**src/rtl/register_file_ag_pkg.sv**
```systemverilog
// rtl/register_file_ag_pkg.sv - shared constants and types for the register file / address generator
package register_file_ag_pkg;

  // Register index offsets, added to NUM_GPR to form the special register addresses
  localparam int OFS_ACC    = 0;
  localparam int OFS_DBAR   = 1;
  localparam int OFS_DOFF   = 2;
  localparam int OFS_IBAR   = 3;
  localparam int OFS_IOFF   = 4;
  localparam int OFS_STATUS = 5;

  // STATUS bit positions
  localparam int ZERO_FLAG     = 0;
  localparam int POSITIVE_FLAG = 1;
  localparam int CARRY_FLAG    = 2;
  localparam int OVERFLOW_FLAG = 3;

  typedef enum logic [0:0] {
    PTR_IDLE,
    PTR_CARRY
  } ptr_state_e;

endpackage

```
**src/rtl/register_file_ag_stepper.sv**
```systemverilog
// rtl/register_file_ag_stepper.sv - one {BASE, OFF} address pair with offset adder and carry resolution
module addr_pair_stepper #(
  parameter int DATA_W = 8,
  parameter int BASE_W = 4
) (
  input  logic              clk,
  input  logic              reset_n,
  input  logic              base_we,
  input  logic [BASE_W-1:0] base_wdata,
  input  logic              off_we,
  input  logic [DATA_W-1:0] off_wdata,
  input  logic              step_en,
  input  logic              step_dec,
  input  logic [DATA_W-1:0] stride,
  input  logic              carry_en,
  input  logic              carry_dec,
  output logic [BASE_W-1:0] base,
  output logic [DATA_W-1:0] off,
  output logic              step_carry,
  output logic              base_wraps
);

  logic [DATA_W:0] sum;
  logic [DATA_W:0] diff;

  // Offset arithmetic one bit wider so the top bit is the carry (add) or borrow (subtract)
  assign sum        = {1'b0, off} + {1'b0, stride};
  assign diff       = {1'b0, off} - {1'b0, stride};
  assign step_carry = step_dec ? diff[DATA_W] : sum[DATA_W];
  assign base_wraps = carry_dec ? (base == '0) : (&base);

  // Base register: an explicit write beats a pending carry/borrow
  always_ff @(posedge clk or negedge reset_n) begin
    if (!reset_n) begin
      base <= '0;
    end else if (base_we) begin
      base <= base_wdata;
    end else if (carry_en) begin
      base <= carry_dec ? base - BASE_W'(1) : base + BASE_W'(1);
    end
  end

  // Offset register: an explicit write beats a pointer step
  always_ff @(posedge clk or negedge reset_n) begin
    if (!reset_n) begin
      off <= '0;
    end else if (off_we) begin
      off <= off_wdata;
    end else if (step_en) begin
      off <= step_dec ? diff[DATA_W-1:0] : sum[DATA_W-1:0];
    end
  end

endmodule

```
**src/rtl/register_file_ag.sv**
```systemverilog
// rtl/register_file_ag.sv - parametrised register file with post-increment/decrement address generator
module register_file_ag
  import register_file_ag_pkg::*;
#(
  parameter int DATA_W         = 8,
  parameter int I_ADDR_WIDTH   = 12,
  parameter int D_ADDR_WIDTH   = 12,
  parameter int NUM_GPR        = 8,
  parameter int REG_ADDR_WIDTH = 4,
  parameter int NUM_RD_PORTS   = 2
) (
  input  logic                                   clk,
  input  logic                                   reset_n,
  output logic [DATA_W-1:0]                      acc_out,
  input  logic [DATA_W-1:0]                      acc_in,
  input  logic                                   acc_write_enable,
  input  logic [NUM_RD_PORTS*REG_ADDR_WIDTH-1:0] rd_addr,
  output logic [NUM_RD_PORTS*DATA_W-1:0]         rd_data,
  input  logic                                   put_enable,
  input  logic [REG_ADDR_WIDTH-1:0]              put_addr,
  input  logic                                   status_write_enable,
  input  logic [3:0]                             flags_in,
  input  logic                                   ptr_valid,
  output logic                                   ptr_ready,
  input  logic                                   ptr_sel,
  input  logic                                   ptr_dec,
  input  logic [DATA_W-1:0]                      ptr_stride,
  output logic                                   ptr_wrap,
  output logic [D_ADDR_WIDTH-1:0]                dmar,
  output logic [I_ADDR_WIDTH-1:0]                imar
);

  localparam int DBASE_W = D_ADDR_WIDTH - DATA_W;
  localparam int IBASE_W = I_ADDR_WIDTH - DATA_W;

  localparam logic [REG_ADDR_WIDTH-1:0] A_ACC    = REG_ADDR_WIDTH'(NUM_GPR + OFS_ACC);
  localparam logic [REG_ADDR_WIDTH-1:0] A_DBAR   = REG_ADDR_WIDTH'(NUM_GPR + OFS_DBAR);
  localparam logic [REG_ADDR_WIDTH-1:0] A_DOFF   = REG_ADDR_WIDTH'(NUM_GPR + OFS_DOFF);
  localparam logic [REG_ADDR_WIDTH-1:0] A_IBAR   = REG_ADDR_WIDTH'(NUM_GPR + OFS_IBAR);
  localparam logic [REG_ADDR_WIDTH-1:0] A_IOFF   = REG_ADDR_WIDTH'(NUM_GPR + OFS_IOFF);
  localparam logic [REG_ADDR_WIDTH-1:0] A_STATUS = REG_ADDR_WIDTH'(NUM_GPR + OFS_STATUS);

  logic [DATA_W-1:0]  gpr [NUM_GPR];
  logic [DATA_W-1:0]  acc;
  logic [DATA_W-1:0]  status;
  logic [DBASE_W-1:0] dbar;
  logic [DATA_W-1:0]  doff;
  logic [IBASE_W-1:0] ibar;
  logic [DATA_W-1:0]  ioff;

  ptr_state_e state;
  logic       lat_sel;
  logic       lat_dec;

  logic d_carry, i_carry, d_wraps, i_wraps;
  logic put_dbar, put_doff, put_ibar, put_ioff;
  logic accept, sel_off_hit, step_ok, step_carry, lat_base_hit, resolve;

  assign put_dbar = put_enable && (put_addr == A_DBAR);
  assign put_doff = put_enable && (put_addr == A_DOFF);
  assign put_ibar = put_enable && (put_addr == A_IBAR);
  assign put_ioff = put_enable && (put_addr == A_IOFF);

  // A PUT to the offset being stepped cancels the step; a PUT to the base being carried cancels the carry
  assign accept       = ptr_valid && ptr_ready;
  assign sel_off_hit  = ptr_sel ? put_ioff : put_doff;
  assign step_ok      = accept && !sel_off_hit;
  assign step_carry   = ptr_sel ? i_carry : d_carry;
  assign lat_base_hit = lat_sel ? put_ibar : put_dbar;
  assign resolve      = (state == PTR_CARRY) && !lat_base_hit;

  // ACC and STATUS; the PUT path reads ACC before this edge updates it
  always_ff @(posedge clk or negedge reset_n) begin
    if (!reset_n) begin
      acc    <= '0;
      status <= DATA_W'(8'h03);
    end else begin
      if (acc_write_enable) acc <= acc_in;
      if (status_write_enable) status[OVERFLOW_FLAG:ZERO_FLAG] <= flags_in;
    end
  end

  // General-purpose registers written from ACC by PUT
  always_ff @(posedge clk or negedge reset_n) begin
    if (!reset_n) begin
      for (int i = 0; i < NUM_GPR; i++) gpr[i] <= '0;
    end else if (put_enable) begin
      for (int i = 0; i < NUM_GPR; i++) begin
        if (put_addr == REG_ADDR_WIDTH'(i)) gpr[i] <= acc;
      end
    end
  end

  // Pointer FSM: a carry/borrow out of OFF costs one extra cycle to ripple into BASE
  always_ff @(posedge clk or negedge reset_n) begin
    if (!reset_n) begin
      state     <= PTR_IDLE;
      ptr_ready <= 1'b1;
      ptr_wrap  <= 1'b0;
      lat_sel   <= 1'b0;
      lat_dec   <= 1'b0;
    end else begin
      ptr_wrap <= 1'b0;
      case (state)
        PTR_IDLE: begin
          if (step_ok && step_carry) begin
            state     <= PTR_CARRY;
            ptr_ready <= 1'b0;
            lat_sel   <= ptr_sel;
            lat_dec   <= ptr_dec;
          end
        end
        PTR_CARRY: begin
          state     <= PTR_IDLE;
          ptr_ready <= 1'b1;
          ptr_wrap  <= !lat_base_hit && (lat_sel ? i_wraps : d_wraps);
        end
      endcase
    end
  end

  addr_pair_stepper #(.DATA_W(DATA_W), .BASE_W(DBASE_W)) u_data_pair (
    .clk        (clk),
    .reset_n    (reset_n),
    .base_we    (put_dbar),
    .base_wdata (acc[DBASE_W-1:0]),
    .off_we     (put_doff),
    .off_wdata  (acc),
    .step_en    (step_ok && !ptr_sel),
    .step_dec   (ptr_dec),
    .stride     (ptr_stride),
    .carry_en   (resolve && !lat_sel),
    .carry_dec  (lat_dec),
    .base       (dbar),
    .off        (doff),
    .step_carry (d_carry),
    .base_wraps (d_wraps)
  );

  addr_pair_stepper #(.DATA_W(DATA_W), .BASE_W(IBASE_W)) u_instr_pair (
    .clk        (clk),
    .reset_n    (reset_n),
    .base_we    (put_ibar),
    .base_wdata (acc[IBASE_W-1:0]),
    .off_we     (put_ioff),
    .off_wdata  (acc),
    .step_en    (step_ok && ptr_sel),
    .step_dec   (ptr_dec),
    .stride     (ptr_stride),
    .carry_en   (resolve && lat_sel),
    .carry_dec  (lat_dec),
    .base       (ibar),
    .off        (ioff),
    .step_carry (i_carry),
    .base_wraps (i_wraps)
  );

  assign acc_out = acc;
  assign dmar    = {dbar, doff};
  assign imar    = {ibar, ioff};

  for (genvar k = 0; k < NUM_RD_PORTS; k++) begin : g_rd
    logic [REG_ADDR_WIDTH-1:0] a;
    logic [DATA_W-1:0]         v;
    assign a = rd_addr[k*REG_ADDR_WIDTH +: REG_ADDR_WIDTH];
    assign rd_data[k*DATA_W +: DATA_W] = v;

    // Combinational read of registered state; unmapped addresses read zero
    always_comb begin
      v = '0;
      case (a)
        A_ACC:    v = acc;
        A_DBAR:   v = DATA_W'(dbar);
        A_DOFF:   v = doff;
        A_IBAR:   v = DATA_W'(ibar);
        A_IOFF:   v = ioff;
        A_STATUS: v = status;
        default: begin
          for (int i = 0; i < NUM_GPR; i++) begin
            if (a == REG_ADDR_WIDTH'(i)) v = gpr[i];
          end
        end
      endcase
    end
  end

endmodule

```
**config.mk**
```make
export PLATFORM = sky130hd
export DESIGN_NAME = register_file_ag
export DESIGN_NICKNAME = d
export VERILOG_FILES = /design/src/rtl/register_file_ag_pkg.sv /design/src/rtl/register_file_ag_stepper.sv /design/src/rtl/register_file_ag.sv
export SDC_FILE = /design/constraint.sdc
export NUM_CORES = 1
export LEC_CHECK = 0
export CAP_MARGIN = 5
export CORE_MARGIN = 5
export CORE_UTILIZATION = 57
export CTS_CLUSTER_DIAMETER = 60
export DETAILED_ROUTE_END_ITERATION = 8
export GPL_ROUTABILITY_DRIVEN = 0
export MAX_ROUTING_LAYER = met4
export PLACE_DENSITY = 0.9
export SYNTH_ARGS = -nofsm -noshare
export SYNTH_HDL_FRONTEND = slang
export SYNTH_HIERARCHICAL = 1
export SYNTH_SLANG_ARGS = --single-unit
```
**constraint.sdc**
```tcl
create_clock -name clk -period 3.18 [get_ports clk]
set_input_delay 0.318 -clock clk [delete_from_list [all_inputs] [get_ports clk]]
set_output_delay 0.318 -clock clk [all_outputs]
set_load 0.01 [all_outputs]
```
==> impl_metrics.json, run 1 <==
{
  "seqPwrFrac_pct": 40.5,
  "slew_violations": 0,
  "worstSetupPathType": "in -> out",
  "clkPwrFrac_pct": 22.9,
  "final_cell_area_um2": 9090,
  "synth-xor-area-share_pct": 2.29,
  "wirelength_mm": 22.4,
  "grt_remaining_overflow": 0,
  "postSynthCellCount": 786,
  "synth_top_family_by_area": "multiplexers",
  "vias": 6853,
  "dp.cells": 1032,
  "fin_crit_sh_pct": 93.9,
  "yosys_register_bits": 105,
  "placed_area_um2": 8780,
  "end_kind": "output pin",
  "max_stage_delay_ns": 0.62,
  "powerDensity_nw_per_um2": 549,
  "rsz0062_at_grt": "no",
  "slowest_stage": "clkdlybuf4s50_1",
  "io_pins": 90,
  "internal-power_w": 0.00323,
  "grt_pass1_vias": 6702,
  "numPortBuffers": 89,
  "grt_max_degree": 63,
  "arrival_ns": 2.67,
  "syn_to_final_growth_pct": 19.0,
  "clk_pin_slew_ns": 0.07,
  "critPathMaxFanout": 34,
  "setup_viol": 0,
  "max-vdd-ir-drop_uv": 564,
  "ys_warn_count": 14,
  "postSynthAreaPerCell_um2": 9.72,
  "fp-row-count": 42,
  "path_common_cell": "clkdlybuf4s50_1",
  "syn_area_um2": 7640,
  "p_switching_w": 0.00176,
  "initial_core_util_pct": 57.9,
  "fin_setup_tns_ns": 0,
  "synth_simple_gate_area_share_pct": 12.0,
  "max_cap_violations": 0,
  "hold_violations": 0,
  "core_um2": 13200,
  "crit_required_ns": 2.86,
  "cts_root_buf": "clkbuf_16",
  "syn_nets": 870,
  "drtIter0Drc": 839,
  "ys.flop_type": "dfrtp_1",
  "pre_cts_ws_ns": 0.0380,
  "hpwl_mm": 16.3,
  "synth_adder_area_share_pct": 7.80,
  "grt_util_all_layers_pct": 29.1,
  "cts_made_buffers": 9,
  "via_per_inst": 6.54,
  "route.detailed.drc": 0,
  "synth_cell_types": 61,
  "muxShareOfSynthArea_pct": 21.2,
  "post_cts_buffers": 0,
  "hold_path_class": "in -> async",
  "fmax_mhz": 335,
  "clk_latency_ns": 0.36,
  "cts_resized": 0,
  "nets": 951,
  "tightest_slew_ns": 0.947,
  "diodes": 0,
  "cts_tree": "built",
  "grt_pass1_wl_mm": 35.9,
  "nFillCells": 952,
  "die-area_um2": 15800,
  "slew_headroom_pct": 36.6,
  "ant_nets": 0,
  "p_leak_nw": 3.91,
  "period_needed_ns": 2.99,
  "yosysSeqAreaShare_pct": 34.5,
  "power.share.combinational_pct": 36.6,
  "critPathTopFamily": "buffers and inverters",
  "drive_gt1_share_pct": 18.2,
  "die_w_um": 126,
  "status": "finished clean",
  "worstSetupStartpointType": "input port",
  "synth_edf_count": 0,
  "die_y_um": 126,
  "dr.pass1.iters": 7,
  "p_total_w": 0.00499,
  "antenna_found_initial": 0,
  "final_cells": 1048,
  "seqCellArea_um2": 2630,
  "cts_max_level": 3,
  "multi_input_area_um2": 4650,
  "clock-sinks": 105,
  "cts_hold_buf": 0,
  "crit_chain": "clkdlybuf4s50_1, buf_12, nor2b_1, a21oi_1, o21ai_0, a222oi_1, o31ai_1, clkdlybuf4s50_1",
  "async_flop_share_pct": 100,
  "synth-compound-area-share_pct": 17.5,
  "setup_ws_ns": 0.194,
  "clockBufferDepth": 2,
  "wl_per_cell_um": 21.4,
  "skew_ns": 0.00598,
  "worst-path-buf-inv": 3,
  "p_sw_share_pct": 35.2
}
cell type report:
cell class / count / area share, %
flip-flops and latches: 105 / 29.0
repair buffers: 119 / 12.5
clock buffers: 11 / 2.67
multi-input cells: 592 / 51.2
clock inverters: 5 / 0.592
well taps: 176 / 2.42
inverters: 40 / 1.65
synthesized netlist by cell type (5+ instances only):
| master | n | area share (%) |
|---|---|---|
| o31ai_1 | 12 | 1.2 |
| nand2_1 | 47 | 2.3 |
| o21ai_1 | 28 | 1.8 |
| nor2b_1 | 12 | 0.98 |
| nand3_1 | 11 | 0.72 |
| mux2i_1 | 45 | 5.9 |
| o211ai_1 | 7 | 0.69 |
| nor3_1 | 5 | 0.33 |
| a21o_1 | 5 | 0.49 |
| and3_1 | 7 | 0.57 |
| clkbuf_1 | 32 | 1.6 |
| a21oi_1 | 43 | 2.8 |
| inv_1 | 40 | 2.0 |
| dfrtp_1 | 102 | 33 |
| o21ai_0 | 38 | 2.5 |
| a22o_1 | 7 | 0.80 |
| fa_1 | 6 | 1.6 |
| a22oi_1 | 11 | 1.1 |
| ha_1 | 38 | 6.2 |
| nor2_1 | 58 | 2.9 |
| a31oi_1 | 7 | 0.57 |
| buf_2 | 12 | 0.79 |
| or4_1 | 6 | 0.59 |
| mux4_2 | 8 | 2.4 |
| a2111oi_0 | 6 | 0.69 |
| xnor2_1 | 16 | 1.8 |
| nand2b_1 | 13 | 1.1 |
| mux2_2 | 85 | 13 |
power groups by stage:
stage	logic (W)	registers, W	clock network, W
after floorplan	0.00115	0.00192	0
after global placement	0.00173	0.00201	0
after detailed placement	0.00178	0.00203	0
after CTS	0.00180	0.00201	0.00114
after global routing	0.00197	0.00206	0.00119
final	0.00182	0.00202	0.00114
routing by layer:
layer,GRT usage [%],wire length (um),up-vias
met5,-,0,-
met4,10.6,693,0
met3,5.93,2100,60
met2,44.9,10500,446
met1,38.4,9160,3331
li1,-,-,3016
metrics by stage:
stage,util (%),hold slack (ns)
CTS,68.8,0.0715
finish,68.9,0.0455
detailed placement,66.6,0.453
global route,68.9,0.111
global placement,66.6,0.445
floorplan,-,0.0224
kinds of logic after synthesis:
kind of cell / count (synthesis)
AOI/OAI and AO/OA: 203
and+or+nand+nor: 185
buffers and inverters: 89
DFF: 105
adders and majority gates: 44
muxes: 140
xor gates and xnor gates: 20
cell usage in the layout (no fill, tap or decap), types with 38 or more instances in the layout:
cell,count
dfrtp_1,102
clkdlybuf4s50_1,86
mux2_2,85
nor2_1,58
nand2_1,47
mux2i_1,45
a21oi_1,43
inv_1,40
o21ai_0,38
ha_1,38
state kept, by name, summed over array words and instances, names as in the netlist:
register and count:
u_data_pair/base 4, state 1, u_data_pair/off 8, status 4
gpr 64, lat_sel 1, u_instr_pair/off 8, lat_dec 1
ptr_wrap 1, ptr_ready 1, acc_out 8, u_instr_pair/base 4
final timing paths:
path / depth (start not counted) / slack [ns] / to / from
min reg2reg: 2 / 0.53 / ptr_ready / ptr_ready
min in group clk: 2 / 0.53 / ptr_ready / ptr_ready
max reg2reg: 12 / 0.31 / lat_sel / u_data_pair/off[0]
max in group asynchronous: 2 / 2.30 / gpr[4] / reset_n
min: 1 / 0.05 / gpr[26] / reset_n
max: 8 / 0.19 / rd_data[12] / rd_addr[4]
Note: power is estimated with default switching activity, not from simulation.
==> inputs of run 2 (changes only) <==
Settings changed: CTS_CLUSTER_DIAMETER 60 to not set, GPL_TIMING_DRIVEN set to 1, HOLD_SLACK_MARGIN set to 0.06.
==> results of run 2 <==
Same layout as run 1: the final DEF is identical, and so are final timing and power.
==> inputs of run 3 (changes only) <==
Clock period 3.18 ns to 3.35 ns, I/O delays scaled along.
==> impl_metrics.json, run 3 (synthesis results as in run 1) <==
{
  "status": "finished clean",
  "route.detailed.drc": 0,
  "dr.pass1.iters": 6,
  "drive_gt1_share_pct": 18.2,
  "core_um2": 13200,
  "fin_util_pct": 68.6,
  "period_needed_ns": 3.14,
  "clock-sinks": 105,
  "fin_setup_tns_ns": 0,
  "grt_pass1_vias": 6719,
  "final_common_cell": "dfrtp_1",
  "nets": 951,
  "grt_remaining_overflow": 0,
  "largest_reg_flops": 64,
  "fin_crit_sh_pct": 93.8,
  "cts_made_buffers": 9,
  "p_switching_w": 0.00169,
  "max_cap_violations": 0,
  "initial_core_util_pct": 57.9,
  "max_stage_delay_ns": 0.59,
  "pre_cts_ws_ns": 0.0507,
  "clk_pin_slew_ns": 0.07,
  "cts_hold_buf": 0,
  "tightest_slew_ns": 0.987,
  "ff2ff_path_depth": 12,
  "drtIter0Drc": 895,
  "slowest_stage": "clkdlybuf4s50_1",
  "max-vdd-ir-drop_uv": 320,
  "skew_ns": 0.00355,
  "post_cts_buffers": 0,
  "clkPwrFrac_pct": 21.7,
  "die_w_um": 126,
  "seqPwrFrac_pct": 41.5,
  "end_kind": "output pin",
  "worstSetupPathType": "in -> out",
  "numPortBuffers": 89,
  "wirelength_mm": 22.8,
  "cts_tree": "built",
  "powerDensity_nw_per_um2": 515,
  "crit_chain": "clkdlybuf4s50_1, buf_4, and2_1, nand2_1, nor2_1, nor2_1, a22o_1, clkdlybuf4s50_1",
  "largest-register": "gpr",
  "die_y_um": 126,
  "layout_common_cells": "dfrtp_1 (102), clkdlybuf4s50_1 (87), mux2_2 (85)",
  "hpwl_mm": 16.3,
  "internal-power_w": 0.00297,
  "hold_path_class": "in -> async",
  "nFillCells": 978,
  "p_sw_share_pct": 36.3,
  "fmax_mhz": 318,
  "io_pins": 90,
  "via_per_inst": 6.64,
  "crit_required_ns": 3.01,
  "die-area_um2": 15800,
  "final_cell_area_um2": 9050,
  "grt_pass1_wl_mm": 35.9,
  "cts_max_level": 3,
  "hold_violations": 0,
  "cts_root_buf": "clkbuf_16",
  "clk_latency_ns": 0.35,
  "slew_violations": 0,
  "arrival_ns": 2.81,
  "reg2reg_slack_ns": 0.47,
  "critPathMaxFanout": 9,
  "setup_viol": 0,
  "vias": 6960,
  "power.share.combinational_pct": 36.8,
  "grt_max_degree": 68,
  "cts_resized": 0,
  "ant_nets": 0,
  "regToRegEndpoint": "lat_sel",
  "syn_to_final_growth_pct": 18.5,
  "slew_headroom_pct": 34.0,
  "setup_ws_ns": 0.207,
  "crit-reg2reg-launch": "u_instr_pair/off[0]",
  "clockBufferDepth": 2,
  "rsz0062_at_grt": "no",
  "wl_per_cell_um": 21.8,
  "p_total_w": 0.00466,
  "diodes": 0,
  "fp-row-count": 42,
  "worstSetupStartpointType": "input port",
  "placed_area_um2": 8770,
  "grt_util_all_layers_pct": 29.3,
  "p_leak_nw": 3.88,
  "antenna_found_initial": 0
}
-- run 3: worst max path at each step --
stage / slack [ns] / start / depth (start not counted) / endpoint
after global placement: 0.16 / ptr_stride[0] / 13 / lat_sel
after CTS: 0.28 / rd_addr[4] / 6 / rd_data[14]
after detailed placement: 0.05 / ptr_stride[0] / 13 / lat_dec
final: 0.21 / rd_addr[1] / 8 / rd_data[3]
after global routing: 0.06 / rd_addr[1] / 6 / rd_data[5]
after floorplan: 0.91 / u_instr_pair/off[0] / 12 / lat_dec
-- run 3: per-layer routing --
layer | vias to the layer above | wire length, um | GRT usage, %
met4 | 0 | 854 | 11.6
met3 | 91 | 2410 | 5.21
met1 | 3349 | 8970 | 38.7
met2 | 504 | 10600 | 45.1
li1 | 3016 | - | -
met5 | - | 0 | -
-- run 3: power groups by stage --
stage	clock network, W	registers (W)	logic (W)
2_1_floorplan	0	0.00182	0.00109
3_3_place_gp	0	0.00191	0.00162
3_5_place_dp	0	0.00193	0.00168
4_1_cts	0.00101	0.00192	0.00169
5_1_grt	0.00106	0.00197	0.00186
6_report	0.00101	0.00193	0.00172
-- run 3: critical path, delay by kind of cell --
kind	cells	cell delay, ns
and+or+nand+nor	4	0.91
AOI/OAI and AO/OA	1	0.26
buffers and inverters	3	1.29
-- run 3: area by class of cell --
| class | instances | area (um2) | area share [%] |
|---|---|---|---|
| multi-input combinational | 592 | 4650 | 51.4 |
| sequential | 105 | 2630 | 29.1 |
| timing repair buffer | 119 | 1120 | 12.4 |
| inverter | 40 | 150 | 1.66 |
| tap | 176 | 220 | 2.43 |
| clock inverter | 7 | 51.3 | 0.567 |
| clock buffer | 9 | 225 | 2.49 |
-- run 3: metrics by stage --
step / hold WS (ns) / std cells
after floorplan: 0.0394 / 786
after global placement: 0.496 / 1032
after detailed placement: 0.504 / 1032
after CTS: 0.132 / 1048
after global routing: 0.173 / 1048
final: 0.100 / 1048
